**src/rtl/pc_next_unit.sv**
```systemverilog
// rtl/pc_next_unit.sv - registered next-PC selection with stall, JALR bit-0 clear and misaligned-target trap
module pc_next_unit #(
    parameter int              XLEN         = 32,
    parameter logic [XLEN-1:0] RESET_VECTOR = 32'h0000_0000,
    parameter logic [XLEN-1:0] TRAP_VECTOR  = 32'h0000_0100,
    parameter int              IALIGN       = 4,
    parameter int              CNT_W        = 16
) (
    input  logic             clk,
    input  logic             rst_n,
    input  logic             stall,
    input  logic             jump,
    input  logic             jalr_enable,
    input  logic             branch,
    input  logic             zero,
    input  logic [XLEN-1:0]  rs1_data,
    input  logic [XLEN-1:0]  imm,
    output logic [XLEN-1:0]  pc,
    output logic [XLEN-1:0]  pc_plus4,
    output logic             redirect,
    output logic             trap_valid,
    output logic [XLEN-1:0]  trap_epc,
    output logic [XLEN-1:0]  trap_tval,
    output logic [CNT_W-1:0] upd_count
);

    // Low address bits that must be zero for a legal instruction target.
    localparam logic [XLEN-1:0] ALIGN_MASK = XLEN'(IALIGN - 1);

    typedef enum logic {RUN, TRAP} state_t;

    state_t            state;
    state_t            state_next;
    logic [XLEN-1:0]   tgt;
    logic [XLEN-1:0]   jalr_sum;
    logic [XLEN-1:0]   pc_rel;
    logic              misaligned;
    logic [XLEN-1:0]   pc_next;
    logic [XLEN-1:0]   epc_next;
    logic [XLEN-1:0]   tval_next;
    logic [CNT_W-1:0]  cnt_next;

    assign pc_plus4   = pc + XLEN'(4);
    assign trap_valid = (state == TRAP);

    // Priority target select: JALR, then JAL, then taken branch, then sequential.
    always_comb begin
        jalr_sum   = rs1_data + imm;
        pc_rel     = pc + imm;
        tgt        = pc_plus4;
        redirect   = 1'b0;
        if (jump && jalr_enable) begin
            tgt = {jalr_sum[XLEN-1:1], 1'b0};
        end else if (jump || (branch && zero)) begin
            tgt = pc_rel;
        end
        if ((state == RUN) && !stall && (jump || (branch && zero))) begin
            redirect = 1'b1;
        end
        // Sequential fetch is never checked; only redirected targets can fault.
        misaligned = redirect && ((tgt & ALIGN_MASK) != '0);
    end

    // Next-state and next-register values; everything holds unless RUN advances or traps.
    always_comb begin
        state_next = state;
        pc_next    = pc;
        epc_next   = trap_epc;
        tval_next  = trap_tval;
        cnt_next   = upd_count;
        case (state)
            RUN: begin
                if (!stall) begin
                    if (misaligned) begin
                        state_next = TRAP;
                        pc_next    = TRAP_VECTOR;
                        epc_next   = pc;
                        tval_next  = tgt;
                    end else begin
                        pc_next  = tgt;
                        cnt_next = upd_count + CNT_W'(1);
                    end
                end
            end
            TRAP: begin
                // One-cycle trap announcement; stall and control inputs are ignored.
                state_next = RUN;
            end
            default: state_next = RUN;
        endcase
    end

    // State register with synchronous active-low reset that overrides stall and TRAP.
    always_ff @(posedge clk) begin
        if (!rst_n) begin
            state     <= RUN;
            pc        <= RESET_VECTOR;
            trap_epc  <= '0;
            trap_tval <= '0;
            upd_count <= '0;
        end else begin
            state     <= state_next;
            pc        <= pc_next;
            trap_epc  <= epc_next;
            trap_tval <= tval_next;
            upd_count <= cnt_next;
        end
    end

endmodule
```
**config.mk**
```make
export PLATFORM = sky130hd
export DESIGN_NAME = pc_next_unit
export DESIGN_NICKNAME = d
export VERILOG_FILES = /design/src/rtl/pc_next_unit.sv
export SDC_FILE = /design/constraint.sdc
export NUM_CORES = 1
export LEC_CHECK = 0
export ABC_AREA = 1
export BUFFER_PORTS_ARGS = -buffer_cell sky130_fd_sc_hd__buf_2
export CAP_MARGIN = 20
export CORE_MARGIN = 4
export CORE_UTILIZATION = 25
export DETAILED_ROUTE_END_ITERATION = 16
export SLEW_MARGIN = 15
export SYNTH_ARGS = -nofsm -noshare
export SYNTH_HDL_FRONTEND = slang
export SYNTH_SLANG_ARGS = --single-unit
```
**constraint.sdc**
```tcl
create_clock -name clk -period 5.35 [get_ports clk]
set_input_delay 0 -clock clk [delete_from_list [all_inputs] [get_ports clk]]
set_output_delay 0 -clock clk [all_outputs]
set_load 0.02 [all_outputs]
```
==> flow_summary.yaml, run 1 <==
clocking:
  tritoncts.num_buffers: 17
  clkLatencyLatePin_ns: 0.42
  clk_pin_slew_worst_paths_ns: 0.06
  cts_max_path_buffers: 2
  post_cts.resized_instances: 0
  cts_tree: "built"
  cts-root-buf: "sky130_fd_sc_hd__clkbuf_16"
  tritoncts_num_sinks: 113
  cts_max_level: 4
critical_path:
  criticalPathCategory: "reg2reg"
  timing.critical_path.slowest_cell_delay_ns: 0.73
  worst_path_most_repeated_cell: "sky130_fd_sc_hd__nand2_1"
  cp_top_family: "simple AND/OR/NAND/NOR gates"
  path_max_fanout: 89
  crit_chain: "ha_1, inv_1, fa_1, o21ai_1, nand2_1, o21ai_1, nand2_1, nand2_4, nor2_8, inv_2, nor3_1, nand2_1, nand2_1, a21oi_1"
  crit_required_ns: 5.66
  setup.worst_path.end_class: "flip-flop"
  crit_path_start: "pc[0]"
  timing.critical_path.arrival_ns: 3.84
  regToRegStartpoint: "pc[0]"
  startpoint_type: "flip-flop"
  critical_path_buf_inv_count: 2
  slowest_stage: "sky130_fd_sc_hd__nor2_8"
synth:
  yosys_most_used_dff: "sky130_fd_sc_hd__dfxtp_1"
  synth-seq-area-share_pct: 22.7
  synth_seq_cells: 113
  yosysWarningCount: 0
  synthArstFlopShare_pct: 0
  synthesis.instances: 1675
  post_synth_main_area_contributors: "sky130_fd_sc_hd__dfxtp_1 23%, sky130_fd_sc_hd__nand2_1 20%, sky130_fd_sc_hd__ha_1 7.9%"
  synth_fp_nets: 1811
  synth_top_area_share_pct: 22.7
  synth_largest_area_cell: "sky130_fd_sc_hd__dfxtp_1"
  ys_types: 50
  synth_enable_flop_cells: 0
  syn_avg_cell_area_um2: 5.96
  synth_area_mm2: 0.00998
sta:
  hold_ws_ns: 0.163
  rsz0062_at_grt: "false"
  setup_slack_ns: 1.82
  final.period_utilization_pct: 66.0
  shortest_period_the_worst_path_allows_ns: 3.53
  fmax_ghz: 0.283
  setup-violations-final: 0
  hold_viol: 0
  timing.setup.tns_ns: 0
  worst-slew-pin-transition_ns: 0.901
  post_route_clock_skew_ns: 0.0104
  timing.final.max_slew_violations: 0
  slew-limit-headroom_pct: 39.9
min_path:
  min_path_type: "in2reg"
  hold_sp: "rst_n"
grt:
  largest_net_degree_at_the_start_of_global_routing: 90
  antenna_violations_before_repair: 1
  globalRoute.totalOverflow: 0
  grt_pass1_wl_um: 66400
  via_count_of_the_first_global_routing_pass: 10976
  track_usage_pct: 19.5
finish:
  layout_nets: 2005
  flow.area_growth_from_synthesis_pct: 21.5
  commonest_non_fill_non_tap_cells_in_the_layout: "527 x sky130_fd_sc_hd__nand2_1, 216 x sky130_fd_sc_hd__buf_2, 203 x sky130_fd_sc_hd__inv_1"
  layoutNonFillerInstCount: 2399
  most_common_cell_after_layout_fill_and_taps_aside: "sky130_fd_sc_hd__nand2_1"
  stdcell_area_mm2: 0.0121
  num-fill-cells: 4469
  final_core_util_pct: 31.0
  antenna_cells: 0
  post_route_cells_drive_above_1_share_pct: 16.4
route:
  detail_route.first_pass.iterations: 6
  vias_per_cell: 4.86
  drt_first_iter_violations: 988
  finalWirelength_um: 44200
  detail-route-antenna-nets: 0
  detailroute.via_count: 11670
  post-route-drc-count: 0
  wl_per_cell_um: 18.4
power:
  irDropWorstVdd_mv: 0.135
  static-leakage-power_nw: 6.14
  p_total_mw: 3.28
  power_density_mw_per_mm2: 271
floorplan:
  die_h_um: 208
  die_x_um: 208
  io_pins: 217
  fp-row-count: 72
  initial_utilization_pct: 25.5
  die-area_mm2: 0.0432
  core_mm2: 0.0391
placement:
  routabilityCongestion: 0.910
  preCtsSetupSlack_ns: 1.85
  placed_cell_area_mm2: 0.0115
  place.detailed.instances: 2367
  dpl.hpwl_um: 36500
  port-buffer-count: 216
outcome:
  run_status: "completed"
flow_run:
  max_cap_viol_count: 0
==> routing by layer <==
metal	vias up	global-route usage, %	wire length [µm]
met1	5342	26.7	20200
met5	-	0	8
li1	5833	-	-
met4	2	4.92	1020
met2	444	30.8	19600
met3	49	4.97	3410
==> layout make-up <==
cell class | instances | area [µm²] | area share (%)
multi-input combinational | 1296 | 6670 | 55.0
sequential | 113 | 2260 | 18.7
timing repair buffer | 222 | 1130 | 9.31
inverter | 219 | 822 | 6.78
tap | 518 | 648 | 5.34
clock buffer | 17 | 425 | 3.51
clock inverter | 14 | 168 | 1.38
==> synthesized netlist by cell type (2+ instances only) <==
cell type and instances:
sky130_fd_sc_hd__clkinv_1 2, sky130_fd_sc_hd__nor2_2 10, sky130_fd_sc_hd__a21oi_2 2, sky130_fd_sc_hd__a31oi_1 3, sky130_fd_sc_hd__a211oi_1 15, sky130_fd_sc_hd__a21oi_1 129
sky130_fd_sc_hd__nand4_1 19, sky130_fd_sc_hd__o21ai_1 11, sky130_fd_sc_hd__or2_2 5, sky130_fd_sc_hd__nor2_1 146, sky130_fd_sc_hd__o21ai_0 72, sky130_fd_sc_hd__buf_1 3
sky130_fd_sc_hd__buf_2 20, sky130_fd_sc_hd__nand2_2 10, sky130_fd_sc_hd__fa_1 2, sky130_fd_sc_hd__o21a_1 4, sky130_fd_sc_hd__nor4_1 7, sky130_fd_sc_hd__dfxtp_1 113
sky130_fd_sc_hd__o21bai_1 22, sky130_fd_sc_hd__nand3_1 136, sky130_fd_sc_hd__nor3_1 24, sky130_fd_sc_hd__nor3b_1 3, sky130_fd_sc_hd__nor3_2 5, sky130_fd_sc_hd__buf_4 6
sky130_fd_sc_hd__nand3b_1 8, sky130_fd_sc_hd__xor2_1 23, sky130_fd_sc_hd__inv_2 13, sky130_fd_sc_hd__ha_1 63, sky130_fd_sc_hd__xnor2_2 2, sky130_fd_sc_hd__inv_1 204
sky130_fd_sc_hd__clkbuf_1 18, sky130_fd_sc_hd__o211ai_1 8, sky130_fd_sc_hd__o21ai_2 2, sky130_fd_sc_hd__nand2_1 527, sky130_fd_sc_hd__xnor2_1 18, sky130_fd_sc_hd__a21o_1 4
sky130_fd_sc_hd__or2_1 3
==> registers in the layout (all words and copies together), names as in the netlist <==
register,cells
pc,32
trap_epc,32
trap_tval,32
trap_valid,1
upd_count,16
==> cells by family after synthesis <==
logic type | Yosys count | share of synthesized area (%)
xor gates and xnor gates | 44 | 4.09
and+or+nand+nor | 911 | 39.0
adders and majority gates | 65 | 8.30
AOI/OAI and AO/OA | 276 | 15.5
DFF | 113 | 22.7
buffers and inverters | 266 | 10.5
==> where the power goes <==
group | internal (mW) | switching (mW) | total [mW]
Combinational | 0.352 | 0.778 | 1.13
Clock | 0.727 | 0.417 | 1.14
Sequential | 0.910 | 0.0984 | 1.01
==> worst register-to-register path, cell delays in order (launching register included) <==
cell	delay [ns]
sky130_fd_sc_hd__dfxtp_1	0.37
sky130_fd_sc_hd__ha_1	0.19
sky130_fd_sc_hd__inv_1	0.06
sky130_fd_sc_hd__fa_1	0.47
sky130_fd_sc_hd__o21ai_1	0.07
sky130_fd_sc_hd__nand2_1	0.07
sky130_fd_sc_hd__o21ai_1	0.09
sky130_fd_sc_hd__nand2_1	0.17
sky130_fd_sc_hd__nand2_4	0.47
sky130_fd_sc_hd__nor2_8	0.76
sky130_fd_sc_hd__inv_2	0.23
sky130_fd_sc_hd__nor3_1	0.27
sky130_fd_sc_hd__nand2_1	0.09
sky130_fd_sc_hd__nand2_1	0.07
sky130_fd_sc_hd__a21oi_1	0.05
==> path summary, 6_finish.rpt <==
kind	end	slack, ns	depth (start not counted)
max	upd_count[6]	1.82	14
min	trap_tval[15]	0.16	3
max reg2reg	upd_count[6]	1.82	14
min reg2reg	trap_epc[20]	0.46	2
==> timing repair <==
action                                 in CTS  in global routing
buffers inserted                            0                  0
hold buffers                                1                  0
endpoints found under the hold margin       1                  0
No activity file was read; power rests on OpenSTA's default activity.
==> inputs of run 2 (changes only) <==
Clock period 5.35 ns to 3.3 ns, I/O delays scaled along.
==> run 2 against run 1 <==
- clock power increased by 53%
- design area grew 0.90%
- sequential power grew 58%
- register-to-register slack got worse by 1.2 ns
- first-iteration DRC count grew 37%
- worst hold slack got worse by 0.15 ns
- global-route usage up 0.35 points
- cell count up 0.67%
- flip-flop and latch count is the same
- die area unchanged
- combinational power increased by 68%
- via count increased by 1.5%
- critical path type unchanged
- critical endpoint is now trap_tval[30]
- largest cell class unchanged
==> flow_summary.yaml, run 2 (synthesis results as in run 1) <==
finish:
  layout_nets: 2022
  most_common_cell_after_layout_fill_and_taps_aside: "sky130_fd_sc_hd__nand2_1"
  num-fill-cells: 4450
  antenna_cells: 0
  layoutNonFillerInstCount: 2415
  commonest_non_fill_non_tap_cells_in_the_layout: "527 x sky130_fd_sc_hd__nand2_1, 216 x sky130_fd_sc_hd__buf_2, 203 x sky130_fd_sc_hd__inv_1"
  flow.area_growth_from_synthesis_pct: 22.6
  largest_registers: "pc (32), trap_epc (32), trap_tval (32)"
  post_route_cells_drive_above_1_share_pct: 17.2
outcome:
  run_status: "completed"
placement:
  routabilityCongestion: 0.975
  port-buffer-count: 216
  place.detailed.instances: 2384
  preCtsSetupSlack_ns: 0.678
  dpl.hpwl_um: 37500
power:
  static-leakage-power_nw: 6.22
  irDropWorstVdd_mv: 0.310
  power_density_mw_per_mm2: 428
  p_total_mw: 5.24
critical_path:
  startpoint_type: "flip-flop"
  timing.critical_path.slowest_cell_delay_ns: 0.59
  path_max_fanout: 8
  crit_required_ns: 3.60
  cp_top_family: "simple AND/OR/NAND/NOR gates"
  crit_chain: "ha_1, a21oi_1, nand2_1, a21oi_1, nor2_1, nor2_1, nand2_1, nand2_1, nand3_1, nand2_1, nand2_2, o21bai_1, inv_1"
  slowest_stage: "sky130_fd_sc_hd__dfxtp_1"
  criticalPathCategory: "reg2reg"
  worst_path_most_repeated_cell: "sky130_fd_sc_hd__nand2_1"
  setup.worst_path.end_class: "flip-flop"
  timing.critical_path.arrival_ns: 2.95
  critical_path_buf_inv_count: 1
grt:
  via_count_of_the_first_global_routing_pass: 10982
  grt_pass1_wl_um: 67500
  largest_net_degree_at_the_start_of_global_routing: 58
  track_usage_pct: 19.9
  globalRoute.totalOverflow: 0
  antenna_violations_before_repair: 0
floorplan:
  initial_utilization_pct: 25.5
  fp-row-count: 72
  die_x_um: 208
  die_h_um: 208
  die-area_mm2: 0.0432
  core_mm2: 0.0391
  io_pins: 217
clocking:
  clkLatencyLatePin_ns: 0.41
  cts_max_path_buffers: 2
  clk_pin_slew_worst_paths_ns: 0.06
  tritoncts_num_sinks: 113
  cts-hold-fix-buffers: 0
  tritoncts.num_buffers: 17
  postCtsSetupBuffers: 0
  post_cts.resized_instances: 0
  cts_tree: "built"
  cts_max_level: 4
  cts-root-buf: "sky130_fd_sc_hd__clkbuf_16"
sta:
  setup-violations-final: 0
  fmax_ghz: 0.377
  final.period_utilization_pct: 80.4
  slew-limit-headroom_pct: 40.8
  hold_viol: 0
  rsz0062_at_grt: "false"
  shortest_period_the_worst_path_allows_ns: 2.65
  timing.setup.tns_ns: 0
  setup_slack_ns: 0.646
  timing.final.max_slew_violations: 0
  worst-slew-pin-transition_ns: 0.880
  post_route_clock_skew_ns: 0.0134
route:
  detail_route.first_pass.iterations: 5
  post-route-drc-count: 0
  detailroute.via_count: 11841
  met2RoutedLength_um: 20000
  met3_length_um: 3450
  finalWirelength_um: 44700
  wl_met1_um: 20200
  topRoutingLayerUsed: "met4"
  vias_per_cell: 4.90
  wl_per_cell_um: 18.5
  drt_first_iter_violations: 1357
  detail-route-antenna-nets: 0
min_path:
  min_path_type: "in2reg"
flow_run:
  max_cap_viol_count: 0
[run 2: cell count changes in the layout (fill, tap and decap cells not counted), sizes merged]
| cell | delta |
|---|---|
| buf | +18 |
| bufinv | -2 |
| clkbuf | +4 |
| clkinv | -4 |
| clkinvlp | +1 |
| dlygate4sd3 | -1 |
[run 2: metrics by stage]
stage / util [%] / hold WS (ns) / cell area, µm²
2_1_floorplan: - / 0.172 / 9980
3_3_place_gp: 29.8 / 0.404 / 11700
3_5_place_dp: 29.8 / 0.434 / 11700
4_1_cts: 31.2 / 0.0158 / 12200
5_1_grt: 31.3 / 0.0241 / 12200
6_report: 31.3 / 0.0125 / 12200
[run 2: cell type report]
| type | count | area, µm² | area share (%) |
|---|---|---|---|
| clock inverter | 9 | 83.8 | 0.685 |
| sequential | 113 | 2260 | 18.5 |
| tap | 518 | 648 | 5.30 |
| timing repair buffer | 239 | 1270 | 10.3 |
| inverter | 219 | 822 | 6.72 |
| multi-input combinational | 1296 | 6670 | 54.5 |
| clock buffer | 21 | 480 | 3.93 |
[run 2: path summary, 6_finish.rpt]
check,start,end,slack [ns],cells past startpoint
hold reg to reg,trap_epc[6],trap_epc[6],0.46,2
hold / removal,stall,pc[8],0.01,4
setup / recovery,pc[17],trap_tval[30],0.65,13
setup reg to reg,pc[17],trap_tval[30],0.65,13
[run 2: worst reg2reg max path, stage by stage, from the launching register on]
cell	delay [ns]
sky130_fd_sc_hd__dfxtp_1	0.59
sky130_fd_sc_hd__ha_1	0.40
sky130_fd_sc_hd__a21oi_1	0.28
sky130_fd_sc_hd__nand2_1	0.16
sky130_fd_sc_hd__a21oi_1	0.35
sky130_fd_sc_hd__nor2_1	0.08
sky130_fd_sc_hd__nor2_1	0.18
sky130_fd_sc_hd__nand2_1	0.07
sky130_fd_sc_hd__nand2_1	0.06
sky130_fd_sc_hd__nand3_1	0.06
sky130_fd_sc_hd__nand2_1	0.09
sky130_fd_sc_hd__nand2_2	0.06
sky130_fd_sc_hd__o21bai_1	0.12
sky130_fd_sc_hd__inv_1	0.05
[run 2: routing by layer]
| layer | track usage [%] | vias up |
|---|---|---|
| li1 | - | 5859 |
| met1 | 27.6 | 5449 |
| met2 | 32.0 | 488 |
| met3 | 4.20 | 45 |
| met4 | 4.17 | 0 |
| met5 | 0 | - |
[run 2: power breakdown]
part	switching, mW	internal [mW]
Sequential	0.125	1.48
Clock	0.639	1.10
Combinational	1.30	0.595
Total	2.07	3.17
==> inputs of run 3 (changes only) <==
Clock period 3.3 ns to 2.5 ns, I/O delays scaled along.
==> run 3 against run 2 <==
- power up 37%
- die area unchanged
- worst hold slack improved by 0.023 ns
- register-to-register slack worse by 0.53 ns
- first-iteration DRC count decreased by 31%
- critical path type is now reg2out
- via count is 0.80% higher
- sequential share of layout area fell by 0.73 points
==> flow_summary.yaml, run 3 (synthesis results as in run 1) <==
outcome:
  run_status: "completed"
finish:
  flow.area_growth_from_synthesis_pct: 27.8
  multi_input_area_mm2: 0.00675
  antenna_cells: 0
  largest_registers: "pc (32), trap_epc (32), trap_tval (32)"
  commonest_non_fill_non_tap_cells_in_the_layout: "524 x sky130_fd_sc_hd__nand2_1, 216 x sky130_fd_sc_hd__buf_2, 203 x sky130_fd_sc_hd__inv_1"
  most_common_cell_after_layout_fill_and_taps_aside: "sky130_fd_sc_hd__nand2_1"
  num-fill-cells: 4457
  post_route_cells_drive_above_1_share_pct: 20.0
  ff_latch_area_mm2: 0.00227
  stdcell_area_mm2: 0.0128
  layout_nets: 2070
min_path:
  hold_sp: "zero"
  min_path_type: "in2reg"
sta:
  setup-violations-final: 0
  post_route_clock_skew_ns: 0.0138
  timing.final.max_slew_violations: 0
  shortest_period_the_worst_path_allows_ns: 2.49
  worst-slew-pin-transition_ns: 0.563
  fmax_ghz: 0.401
  final.period_utilization_pct: 99.6
  timing.setup.tns_ns: 0
  slew-limit-headroom_pct: 62.1
  hold_viol: 0
  hold_ws_ns: 0.0359
  rsz0062_at_grt: "true"
power:
  power.share.sequential_pct: 28.6
  p_sw_share_pct: 40.7
  net-switching-power_mw: 2.93
  internal-power_mw: 4.27
  static-leakage-power_nw: 6.55
  irDropWorstVdd_mv: 0.486
  power_density_mw_per_mm2: 565
  share_clk_of_total_power_pct: 33.7
  combinationalPowerShare_pct: 37.7
grt:
  groute.layer.met1.usage_pct: 27.4
  grtUsageMet2_pct: 33.1
  groute.layer.met3.usage_pct: 4.44
  globalRoute.totalOverflow: 0
  via_count_of_the_first_global_routing_pass: 11516
  grt_busiest_layer: "met2"
  largest_net_degree_at_the_start_of_global_routing: 51
  grt_pass1_wl_um: 69100
  antenna_violations_before_repair: 2
  track_usage_pct: 20.4
flow_run:
  max_cap_viol_count: 0
placement:
  placed_cell_area_mm2: 0.0120
  dpl.hpwl_um: 38500
  routabilityCongestion: 0.953
  port-buffer-count: 216
clocking:
  cts_max_level: 4
  tritoncts.num_buffers: 17
  clkLatencyLatePin_ns: 0.43
  clk_pin_slew_worst_paths_ns: 0.07
  tritoncts_num_sinks: 113
  cts_max_path_buffers: 2
  cts_tree: "built"
  cts-root-buf: "sky130_fd_sc_hd__clkbuf_16"
floorplan:
  core_mm2: 0.0391
  die_x_um: 208
  die-area_mm2: 0.0432
  io_pins: 217
  die_h_um: 208
  fp-row-count: 72
  initial_utilization_pct: 25.5
route:
  drt_first_iter_violations: 937
  detailroute.via_count: 11936
  wl_per_cell_um: 18.6
  post-route-drc-count: 0
  finalWirelength_um: 45900
  detail-route-antenna-nets: 0
  vias_per_cell: 4.84
  detail_route.first_pass.iterations: 6
critical_path:
  crit_path_start: "pc[16]"
  r2r_slack_ns: 0.12
  crit_required_ns: 2.50
  setup.worst_path.end_class: "primary output"
  criticalPathCategory: "reg2out"
  path_max_fanout: 5
  timing.critical_path.arrival_ns: 2.49
  startpoint_type: "flip-flop"
  regToRegStartpoint: "pc[0]"
## run 3: cell count changes in the layout (fill, tap and decap cells not counted), moves of 3 or more
cell | previous run | this run
sky130_fd_sc_hd__inv_6 | 0 | 7
sky130_fd_sc_hd__dfxtp_1 | 113 | 110
sky130_fd_sc_hd__buf_4 | 22 | 63
sky130_fd_sc_hd__dfxtp_2 | 0 | 3
sky130_fd_sc_hd__clkinv_4 | 1 | 4
sky130_fd_sc_hd__nand2_1 | 527 | 524
sky130_fd_sc_hd__buf_6 | 0 | 3
sky130_fd_sc_hd__clkbuf_8 | 4 | 1
sky130_fd_sc_hd__clkinvlp_4 | 4 | 0
## run 3: critical path: stages (launching register included)
cell and delay, ns:
sky130_fd_sc_hd__dfxtp_1 0.46, sky130_fd_sc_hd__buf_4 0.21, sky130_fd_sc_hd__nand2_1 0.09, sky130_fd_sc_hd__nor2_1 0.16
sky130_fd_sc_hd__nand3_1 0.19, sky130_fd_sc_hd__nor3_1 0.46, sky130_fd_sc_hd__or2_2 0.21, sky130_fd_sc_hd__nand2_1 0.10
sky130_fd_sc_hd__buf_2 0.18
## run 3: per-layer routing
metal  vias up  wire (µm)
met4         4       1270
met1      5483      20600
met5         -         27
met3        61       3420
met2       439      20600
li1       5949          -
## run 3: final cells by class
class                      count  area share, %
tap                          518           5.08
inverter                     219           6.48
multi-input combinational   1296           52.9
sequential                   113           17.8
clock buffer                  18           3.44
timing repair buffer         287           13.2
clock inverter                14           1.14
## run 3: stage by stage
step	worst slack [ns]	total power, mW	cells	util (%)
2_1_floorplan	0.209	3.73	1675	-
3_3_place_gp	-0.0428	4.74	2429	30.7
3_5_place_dp	-0.0521	4.75	2429	30.7
4_1_cts	0.00922	7.19	2463	32.3
5_1_grt	-0.0246	7.61	2465	32.6
6_report	0.00922	7.21	2465	32.6
## run 3: path summary, 6_finish.rpt
check,to,cells past startpoint
max,pc_plus4[21],8
min,pc[0],6
max reg2reg,pc[8],14
min reg2reg,trap_epc[4],2
## run 3: power by group through the flow
stage | Combinational (mW) | Sequential (mW) | Clock (mW)
floorplan | 1.45 | 2.28 | 0
global placement | 2.64 | 2.10 | 0
detailed placement | 2.65 | 2.10 | 0
CTS | 2.67 | 2.06 | 2.46
global route | 2.99 | 2.08 | 2.54
finish | 2.72 | 2.06 | 2.43
## run 3: repair_timing
item	CTS	global route
setup endpoints to repair	16	51
resized for setup	1	28
gates cloned	0	1
hold buffers	2	0
hold endpoints to repair	2	0
setup buffers	0	1
pin swaps	0	3
